===== src/rtl/ped_signal_controller_if.sv =====
// Lamp, button and pedestrian-head signals between the light controller and ped_signal_controller.
// Optional countdown outputs exist only when PED_COUNTDOWN_EN is defined.
interface ped_signal_controller_if;
  logic btn_ns;
  logic btn_ew;
  logic red_ns;
  logic yellow_ns;
  logic green_ns;
  logic red_ew;
  logic yellow_ew;
  logic green_ew;
  logic walk_ns;
  logic walk_ew;
  logic dont_walk_ns;
  logic dont_walk_ew;
  logic req_pending_ns;
  logic req_pending_ew;
  logic fault;
`ifdef PED_COUNTDOWN_EN
  logic [7:0] countdown_ns;
  logic [7:0] countdown_ew;
`endif

  modport master (
    output btn_ns, btn_ew, red_ns, yellow_ns, green_ns, red_ew, yellow_ew, green_ew,
    input  walk_ns, walk_ew, dont_walk_ns, dont_walk_ew, req_pending_ns, req_pending_ew, fault
`ifdef PED_COUNTDOWN_EN
    , input countdown_ns, countdown_ew
`endif
  );

  modport slave (
    input  btn_ns, btn_ew, red_ns, yellow_ns, green_ns, red_ew, yellow_ew, green_ew,
    output walk_ns, walk_ew, dont_walk_ns, dont_walk_ew, req_pending_ns, req_pending_ew, fault
`ifdef PED_COUNTDOWN_EN
    , output countdown_ns, countdown_ew
`endif
  );
endinterface


===== src/rtl/ped_signal_controller.sv =====
// Pedestrian WALK/DON'T WALK controller slaved to the intersection lamp outputs.
// Define PED_COUNTDOWN_EN to add the per-direction flash countdown outputs.
module ped_signal_controller #(
  parameter int DEBOUNCE_CYCLES = 500_000,
  parameter int WALK_TIME       = 15_000_000,
  parameter int FLASH_TIME      = 8_000_000,
  parameter int BLINK_HALF      = 2_500_000,
  parameter int CNT_W           = 32
) (
  input  logic clk,
  input  logic reset,
  ped_signal_controller_if.slave ped
);

  localparam logic [1:0] ST_IDLE  = 2'd0;
  localparam logic [1:0] ST_WALK  = 2'd1;
  localparam logic [1:0] ST_FLASH = 2'd2;

  localparam logic [CNT_W-1:0] DB_LAST    = CNT_W'(DEBOUNCE_CYCLES - 1);
  localparam logic [CNT_W-1:0] WALK_LAST  = CNT_W'(WALK_TIME - 1);
  localparam logic [CNT_W-1:0] FLASH_LAST = CNT_W'(FLASH_TIME - 1);
  localparam logic [CNT_W-1:0] BLINK_LAST = CNT_W'(BLINK_HALF - 1);

  // Index 0 is NS, index 1 is EW throughout.
  logic [1:0] btn_raw;
  logic [1:0] red;
  logic [1:0] yellow;
  logic [1:0] green;
  logic [1:0] lamp_ok;
  logic [1:0] walk_vec;
  logic [1:0] dont_walk_vec;
  logic [1:0] req_vec;
  logic       fault_cond;
  logic       fault_reg;
  logic       force_idle;
`ifdef PED_COUNTDOWN_EN
  logic [7:0] countdown_arr [2];
`endif

  assign btn_raw = {ped.btn_ew, ped.btn_ns};
  assign red     = {ped.red_ew, ped.red_ns};
  assign yellow  = {ped.yellow_ew, ped.yellow_ns};
  assign green   = {ped.green_ew, ped.green_ns};

  assign fault_cond = (green[0] & green[1]) | ~lamp_ok[0] | ~lamp_ok[1];
  assign force_idle = fault_cond | fault_reg;

  always_ff @(posedge clk or posedge reset) begin
    if (reset) fault_reg <= 1'b0;
    else       fault_reg <= fault_cond;
  end

  generate
    for (genvar gi = 0; gi < 2; gi++) begin : g_dir
      logic             sync1_reg;
      logic             sync2_reg;
      logic             db_level_reg;
      logic [CNT_W-1:0] db_cnt_reg;
      logic             green_prev_reg;
      logic [1:0]       state_reg;
      logic [CNT_W-1:0] timer_reg;
      logic [CNT_W-1:0] blink_cnt_reg;
      logic             blink_phase_reg;
      logic             req_reg;
      logic             press;
      logic             green_start;
      logic             enter_walk;

      // Exactly one lamp lit: odd parity and not all three.
      assign lamp_ok[gi] = (red[gi] ^ yellow[gi] ^ green[gi]) & ~(red[gi] & yellow[gi] & green[gi]);

      // Press fires on the same edge the debounced level rises.
      assign press       = sync2_reg & ~db_level_reg & (db_cnt_reg == DB_LAST);
      assign green_start = green[gi] & ~green_prev_reg;
      assign enter_walk  = (state_reg == ST_IDLE) & green_start & req_reg & ~force_idle;

      always_ff @(posedge clk or posedge reset) begin
        if (reset) begin
          sync1_reg    <= 1'b0;
          sync2_reg    <= 1'b0;
          db_level_reg <= 1'b0;
          db_cnt_reg   <= '0;
        end else begin
          sync1_reg <= btn_raw[gi];
          sync2_reg <= sync1_reg;
          if (sync2_reg != db_level_reg) begin
            if (db_cnt_reg == DB_LAST) begin
              db_level_reg <= sync2_reg;
              db_cnt_reg   <= '0;
            end else begin
              db_cnt_reg <= db_cnt_reg + 1'b1;
            end
          end else begin
            db_cnt_reg <= '0;
          end
        end
      end

      // Entry into WALK clears the latch even if a press lands on the same edge.
      always_ff @(posedge clk or posedge reset) begin
        if (reset)                                req_reg <= 1'b0;
        else if (enter_walk)                      req_reg <= 1'b0;
        else if (press && state_reg != ST_WALK)   req_reg <= 1'b1;
      end

      always_ff @(posedge clk or posedge reset) begin
        if (reset) begin
          green_prev_reg  <= 1'b0;
          state_reg       <= ST_IDLE;
          timer_reg       <= '0;
          blink_cnt_reg   <= '0;
          blink_phase_reg <= 1'b1;
        end else begin
          green_prev_reg <= green[gi];
          if (force_idle || (state_reg != ST_IDLE && !green[gi])) begin
            state_reg       <= ST_IDLE;
            timer_reg       <= '0;
            blink_cnt_reg   <= '0;
            blink_phase_reg <= 1'b1;
          end else begin
            case (state_reg)
              ST_IDLE: begin
                if (enter_walk) begin
                  state_reg <= ST_WALK;
                  timer_reg <= '0;
                end
              end
              ST_WALK: begin
                if (timer_reg == WALK_LAST) begin
                  state_reg       <= ST_FLASH;
                  timer_reg       <= '0;
                  blink_cnt_reg   <= '0;
                  blink_phase_reg <= 1'b1;
                end else begin
                  timer_reg <= timer_reg + 1'b1;
                end
              end
              ST_FLASH: begin
                if (timer_reg == FLASH_LAST) begin
                  state_reg       <= ST_IDLE;
                  timer_reg       <= '0;
                  blink_cnt_reg   <= '0;
                  blink_phase_reg <= 1'b1;
                end else begin
                  timer_reg <= timer_reg + 1'b1;
                  if (blink_cnt_reg == BLINK_LAST) begin
                    blink_cnt_reg   <= '0;
                    blink_phase_reg <= ~blink_phase_reg;
                  end else begin
                    blink_cnt_reg <= blink_cnt_reg + 1'b1;
                  end
                end
              end
              default: begin
                state_reg <= ST_IDLE;
                timer_reg <= '0;
              end
            endcase
          end
        end
      end

      assign walk_vec[gi]      = (state_reg == ST_WALK);
      assign dont_walk_vec[gi] = (state_reg == ST_IDLE) |
                                 ((state_reg == ST_FLASH) & blink_phase_reg);
      assign req_vec[gi]       = req_reg;

`ifdef PED_COUNTDOWN_EN
      logic [7:0] countdown_reg;
      logic       flash_enter;
      logic       flash_stay;

      assign flash_enter = (state_reg == ST_WALK) & green[gi] & (timer_reg == WALK_LAST);
      assign flash_stay  = (state_reg == ST_FLASH) & green[gi] & (timer_reg != FLASH_LAST);

      // Decrement at the close of each low half, i.e. the end of a full blink period.
      always_ff @(posedge clk or posedge reset) begin
        if (reset)
          countdown_reg <= 8'd0;
        else if (force_idle || !(flash_enter || flash_stay))
          countdown_reg <= 8'd0;
        else if (flash_enter)
          countdown_reg <= 8'(FLASH_TIME / (2 * BLINK_HALF));
        else if (blink_cnt_reg == BLINK_LAST && !blink_phase_reg && countdown_reg != 8'd0)
          countdown_reg <= countdown_reg - 8'd1;
      end

      assign countdown_arr[gi] = countdown_reg;
`endif
    end
  endgenerate

  assign ped.walk_ns        = walk_vec[0];
  assign ped.walk_ew        = walk_vec[1];
  assign ped.dont_walk_ns   = dont_walk_vec[0];
  assign ped.dont_walk_ew   = dont_walk_vec[1];
  assign ped.req_pending_ns = req_vec[0];
  assign ped.req_pending_ew = req_vec[1];
  assign ped.fault          = fault_reg;
`ifdef PED_COUNTDOWN_EN
  assign ped.countdown_ns   = countdown_arr[0];
  assign ped.countdown_ew   = countdown_arr[1];
`endif

endmodule


===== src/flat_wrapper.sv =====
// flat-port wrapper written by rule: the top's interface ports become plain ports
module ped_signal_controller_flat 
#(
  parameter int DEBOUNCE_CYCLES = 500_000,
  parameter int WALK_TIME       = 15_000_000,
  parameter int FLASH_TIME      = 8_000_000,
  parameter int BLINK_HALF      = 2_500_000,
  parameter int CNT_W           = 32
)
  (clk, reset, ped_btn_ns, ped_btn_ew, ped_red_ns, ped_yellow_ns, ped_green_ns, ped_red_ew, ped_yellow_ew, ped_green_ew, ped_walk_ns, ped_walk_ew, ped_dont_walk_ns, ped_dont_walk_ew, ped_req_pending_ns, ped_req_pending_ew, ped_fault);
  ped_signal_controller_if ped_i ();
  input  logic clk;
  input  logic reset;
  input wire logic [$bits(ped_i.btn_ns)-1:0] ped_btn_ns;
  input wire logic [$bits(ped_i.btn_ew)-1:0] ped_btn_ew;
  input wire logic [$bits(ped_i.red_ns)-1:0] ped_red_ns;
  input wire logic [$bits(ped_i.yellow_ns)-1:0] ped_yellow_ns;
  input wire logic [$bits(ped_i.green_ns)-1:0] ped_green_ns;
  input wire logic [$bits(ped_i.red_ew)-1:0] ped_red_ew;
  input wire logic [$bits(ped_i.yellow_ew)-1:0] ped_yellow_ew;
  input wire logic [$bits(ped_i.green_ew)-1:0] ped_green_ew;
  output wire logic [$bits(ped_i.walk_ns)-1:0] ped_walk_ns;
  output wire logic [$bits(ped_i.walk_ew)-1:0] ped_walk_ew;
  output wire logic [$bits(ped_i.dont_walk_ns)-1:0] ped_dont_walk_ns;
  output wire logic [$bits(ped_i.dont_walk_ew)-1:0] ped_dont_walk_ew;
  output wire logic [$bits(ped_i.req_pending_ns)-1:0] ped_req_pending_ns;
  output wire logic [$bits(ped_i.req_pending_ew)-1:0] ped_req_pending_ew;
  output wire logic [$bits(ped_i.fault)-1:0] ped_fault;
  assign ped_i.btn_ns = ped_btn_ns;
  assign ped_i.btn_ew = ped_btn_ew;
  assign ped_i.red_ns = ped_red_ns;
  assign ped_i.yellow_ns = ped_yellow_ns;
  assign ped_i.green_ns = ped_green_ns;
  assign ped_i.red_ew = ped_red_ew;
  assign ped_i.yellow_ew = ped_yellow_ew;
  assign ped_i.green_ew = ped_green_ew;
  assign ped_walk_ns = ped_i.walk_ns;
  assign ped_walk_ew = ped_i.walk_ew;
  assign ped_dont_walk_ns = ped_i.dont_walk_ns;
  assign ped_dont_walk_ew = ped_i.dont_walk_ew;
  assign ped_req_pending_ns = ped_i.req_pending_ns;
  assign ped_req_pending_ew = ped_i.req_pending_ew;
  assign ped_fault = ped_i.fault;
  ped_signal_controller #(.DEBOUNCE_CYCLES(DEBOUNCE_CYCLES), .WALK_TIME(WALK_TIME), .FLASH_TIME(FLASH_TIME), .BLINK_HALF(BLINK_HALF), .CNT_W(CNT_W)) u_core (.clk(clk), .reset(reset), .ped(ped_i));
endmodule

===== config.mk =====
export PLATFORM = sky130hd
export DESIGN_NAME = ped_signal_controller_flat
export DESIGN_NICKNAME = d
export VERILOG_FILES = /design/src/rtl/ped_signal_controller_if.sv /design/src/rtl/ped_signal_controller.sv /design/src/flat_wrapper.sv
export SDC_FILE = /design/constraint.sdc
export NUM_CORES = 1
export LEC_CHECK = 0
export CAP_MARGIN = 20
export CORE_MARGIN = 2
export CORE_UTILIZATION = 57
export CTS_CLUSTER_SIZE = 14
export DETAILED_ROUTE_END_ITERATION = 7
export GPL_ROUTABILITY_DRIVEN = 1
export GPL_TIMING_DRIVEN = 0
export PLACE_DENSITY = 0.85
export SETUP_SLACK_MARGIN = 0.1
export SLEW_MARGIN = 15
export SYNTH_ARGS = -nofsm -noshare
export SYNTH_HDL_FRONTEND = slang
export SYNTH_SLANG_ARGS = --single-unit

===== constraint.sdc =====
create_clock -name clk -period 7 [get_ports clk]
set_clock_uncertainty 0.15 [all_clocks]
set_input_delay 1.4 -clock clk [delete_from_list [all_inputs] [get_ports clk]]
set_output_delay 1.4 -clock clk [all_outputs]
set_load 0.02 [all_outputs]

==> out/qor.yml <==
place:
  place_hpwl_mm: 18.6
  portBuffers: 16
  gp_congestion: 0.901
  dpl.cell_count: 1575
  dp_slack_ns: 1.83
synthesis:
  synth_area_sq_um: 11600
  synth_nets: 1311
  synthFlopType: "dfrtp_1"
  yosys_register_bits: 209
  syn_area_per_cell_sq_um: 9.02
  async_reset_ff_frac: 1.00
  synth_warnings: 0
  yosysUniqueCellTypes: 67
  synth_edf_count: 0
  yosysSeqAreaShare: 0.452
  syn-instance-count: 1282
pwr:
  ir_worst_vdd_mv: 0.212
  p_leak_uw: 0.00521
  powerDensity_nw_per_um2: 207
worst_setup_path:
  r2r_start: "u_core.g_dir[1].timer_reg[0]"
  critPathRequiredTime_ns: 7.26
  path_max_fanout: 10
  worst-r2r-cell-count: 8
  ff2ff_setup_slack_ns: 3.28
  path_class: "input port to register"
  critPathBufInv: 3
  endpoint: "u_core.g_dir[1].blink_cnt_reg[23]"
  cp_slowest_cell: "a21oi_1"
  timing.rr.end: "u_core.g_dir[1].timer_reg[20]"
  cp.arrival_ns: 5.00
  cpPeakStageDelay_ns: 0.55
  crit_start: "ped_yellow_ns"
  crit_path_cell_trace: "clkdlybuf4s50_1 > ha_1 > or3b_1 > a211oi_2 > nor2_1 > a21oi_1 > clkbuf_1 > buf_1 > nor4_1 > a21o_1"
  worst_setup_path_end_kind: "register"
  cp.depth: 10
  worstSetupStartpointType: "input port"
  cp_top_family: "buffers and inverters"
floorplanning:
  die_x_um: 146
  core_sq_um: 20100
  row_count: 52
  dieArea_sq_um: 21500
  io_pins: 17
  die_h_um: 146
  start_util: 0.575
global_routing:
  grt_pass1_wl_mm: 46.4
  grt_pass1_vias: 9837
  grt_use_total: 0.255
  antenna_found_initial: 0
  grt.overflow.total: 0
  grt_max_degree: 37
timing:
  setup_viol: 0
  hold_viol: 0
  fmax_mhz: 211
  maxSlewViolCount: 0
  maxSlewHeadroom: 0.323
  fin_crit_ns: 4.75
  rsz0062_at_grt: "false"
  worst_slack_ns: 2.25
  fin_setup_tns_ns: 0
  tightest_slew_ns: 1.01
  fin_crit_sh: 0.678
cts:
  cts_buffers: 24
  clock_latency_ns: 0.53
  cts-root-buf: "clkbuf_16"
  clk_path_buf_depth: 3
  hold_buffers: 0
  ctsResizeCount: 0
  htree_levels: 1
  clkSinkCount: 209
  clkTransAtPathRegs_ns: 0.06
  cts_setup_buffers: 0
  cts_tree: "done"
layout:
  layout_commonest_cell: "dfrtp_1"
  syn2layout_area_growth_pct: 13.2
  stdcell_count: 1617
  fillers: 1553
  drive_above_1_share: 0.0690
  fin_nets: 1360
  final_cell_mix: "207 x dfrtp_1, 143 x nor2_1, 121 x nand2_1"
  insertedDiodeCount: 0
  finish.utilization: 0.651
detailed_routing:
  viasPerCell: 6.27
  wirelength_mm: 27.0
  vias: 10100
  final_antenna_net_count: 0
  drtPass1Iterations: 5
  drt_iter0_markers: 774
  drc: 0
  wl_per_cell_um: 16.7
run:
  maxCapViolCount: 0
outcome:
  status: "complete, no violations"
hold_path:
  hold_path_class: "register to register"
-- report_power, final --
part	total (uW)	switching [uW]	internal, uW
combinational	98.9	64.6	34.2
sequential	1230	10.9	1220
clock	1380	501	880
total	2710	576	2130
-- routing by layer --
metal / part of all wire / global-route usage / vias up
met4: 0.026 / 0.0850 / 0
met2: 0.48 / 0.422 / 363
met3: 0.059 / 0.0294 / 58
met1: 0.44 / 0.354 / 4938
met5: 0 / 0 / -
li1: - / - / 4778
-- synth_stat cells (all sizes together) (30+ instances only) --
library cell / count / share of area
nand2: 121 / 0.039
inv: 42 / 0.014
nand3: 81 / 0.035
a21oi: 48 / 0.021
dfrtp: 207 / 0.45
nand4: 39 / 0.021
xnor2: 54 / 0.041
nor4: 51 / 0.029
xor2: 43 / 0.033
clkbuf: 33 / 0.011
nor2: 145 / 0.047
nor3: 49 / 0.022
o21ai: 57 / 0.025
and3: 30 / 0.016
-- layout make-up --
| cell class | count | area [sq um] | area share |
|---|---|---|---|
| Tap cell | 270 | 338 | 0.0258 |
| Clock buffer | 29 | 649 | 0.0496 |
| Inverter | 42 | 161 | 0.0123 |
| Multi-Input combinational cell | 978 | 5950 | 0.454 |
| Clock inverter | 13 | 229 | 0.0175 |
| Buffer | 53 | 228 | 0.0174 |
| Timing Repair Buffer | 23 | 308 | 0.0235 |
| Sequential cell | 209 | 5230 | 0.400 |
-- kinds of logic (layout without fill, tap and decap cells) --
logic type / count (synthesis) / after routing / share of synthesized area
and+or+nand+nor: 633 / 633 / 0.285
adders and majority gates: 19 / 19 / 0.0205
muxes: 5 / 5 / 0.00454
AOI/OAI and AO/OA: 224 / 224 / 0.131
xor gates and xnor gates: 97 / 97 / 0.0734
DFF: 209 / 209 / 0.452
buffers and inverters: 95 / 160 / 0.0333
-- how the worst min path moves through the flow --
stage	start	to	slack [ns]	cells after the start
after global routing	u_core.g_dir[1].sync1_reg	u_core.g_dir[1].sync2_reg	0.20	0
after detailed placement	u_core.g_dir[1].sync1_reg	u_core.g_dir[1].sync2_reg	0.19	0
after global placement	u_core.g_dir[0].sync1_reg	u_core.g_dir[0].sync2_reg	0.18	0
after CTS	u_core.g_dir[1].sync1_reg	u_core.g_dir[1].sync2_reg	0.20	0
final	u_core.g_dir[0].sync1_reg	u_core.g_dir[0].sync2_reg	0.20	0
after floorplan	u_core.g_dir[0].sync1_reg	u_core.g_dir[0].sync2_reg	0.18	0
-- stage by stage --
step	area [sq um]	hold slack [ns]	power, uW
after floorplan	11600	0.181	1300
after global placement	12100	0.182	1340
after detailed placement	12200	0.189	1350
after CTS	13100	0.201	2730
after global routing	13100	0.202	2790
final	13100	0.198	2710
Note: power is estimated with default switching activity, not from simulation.
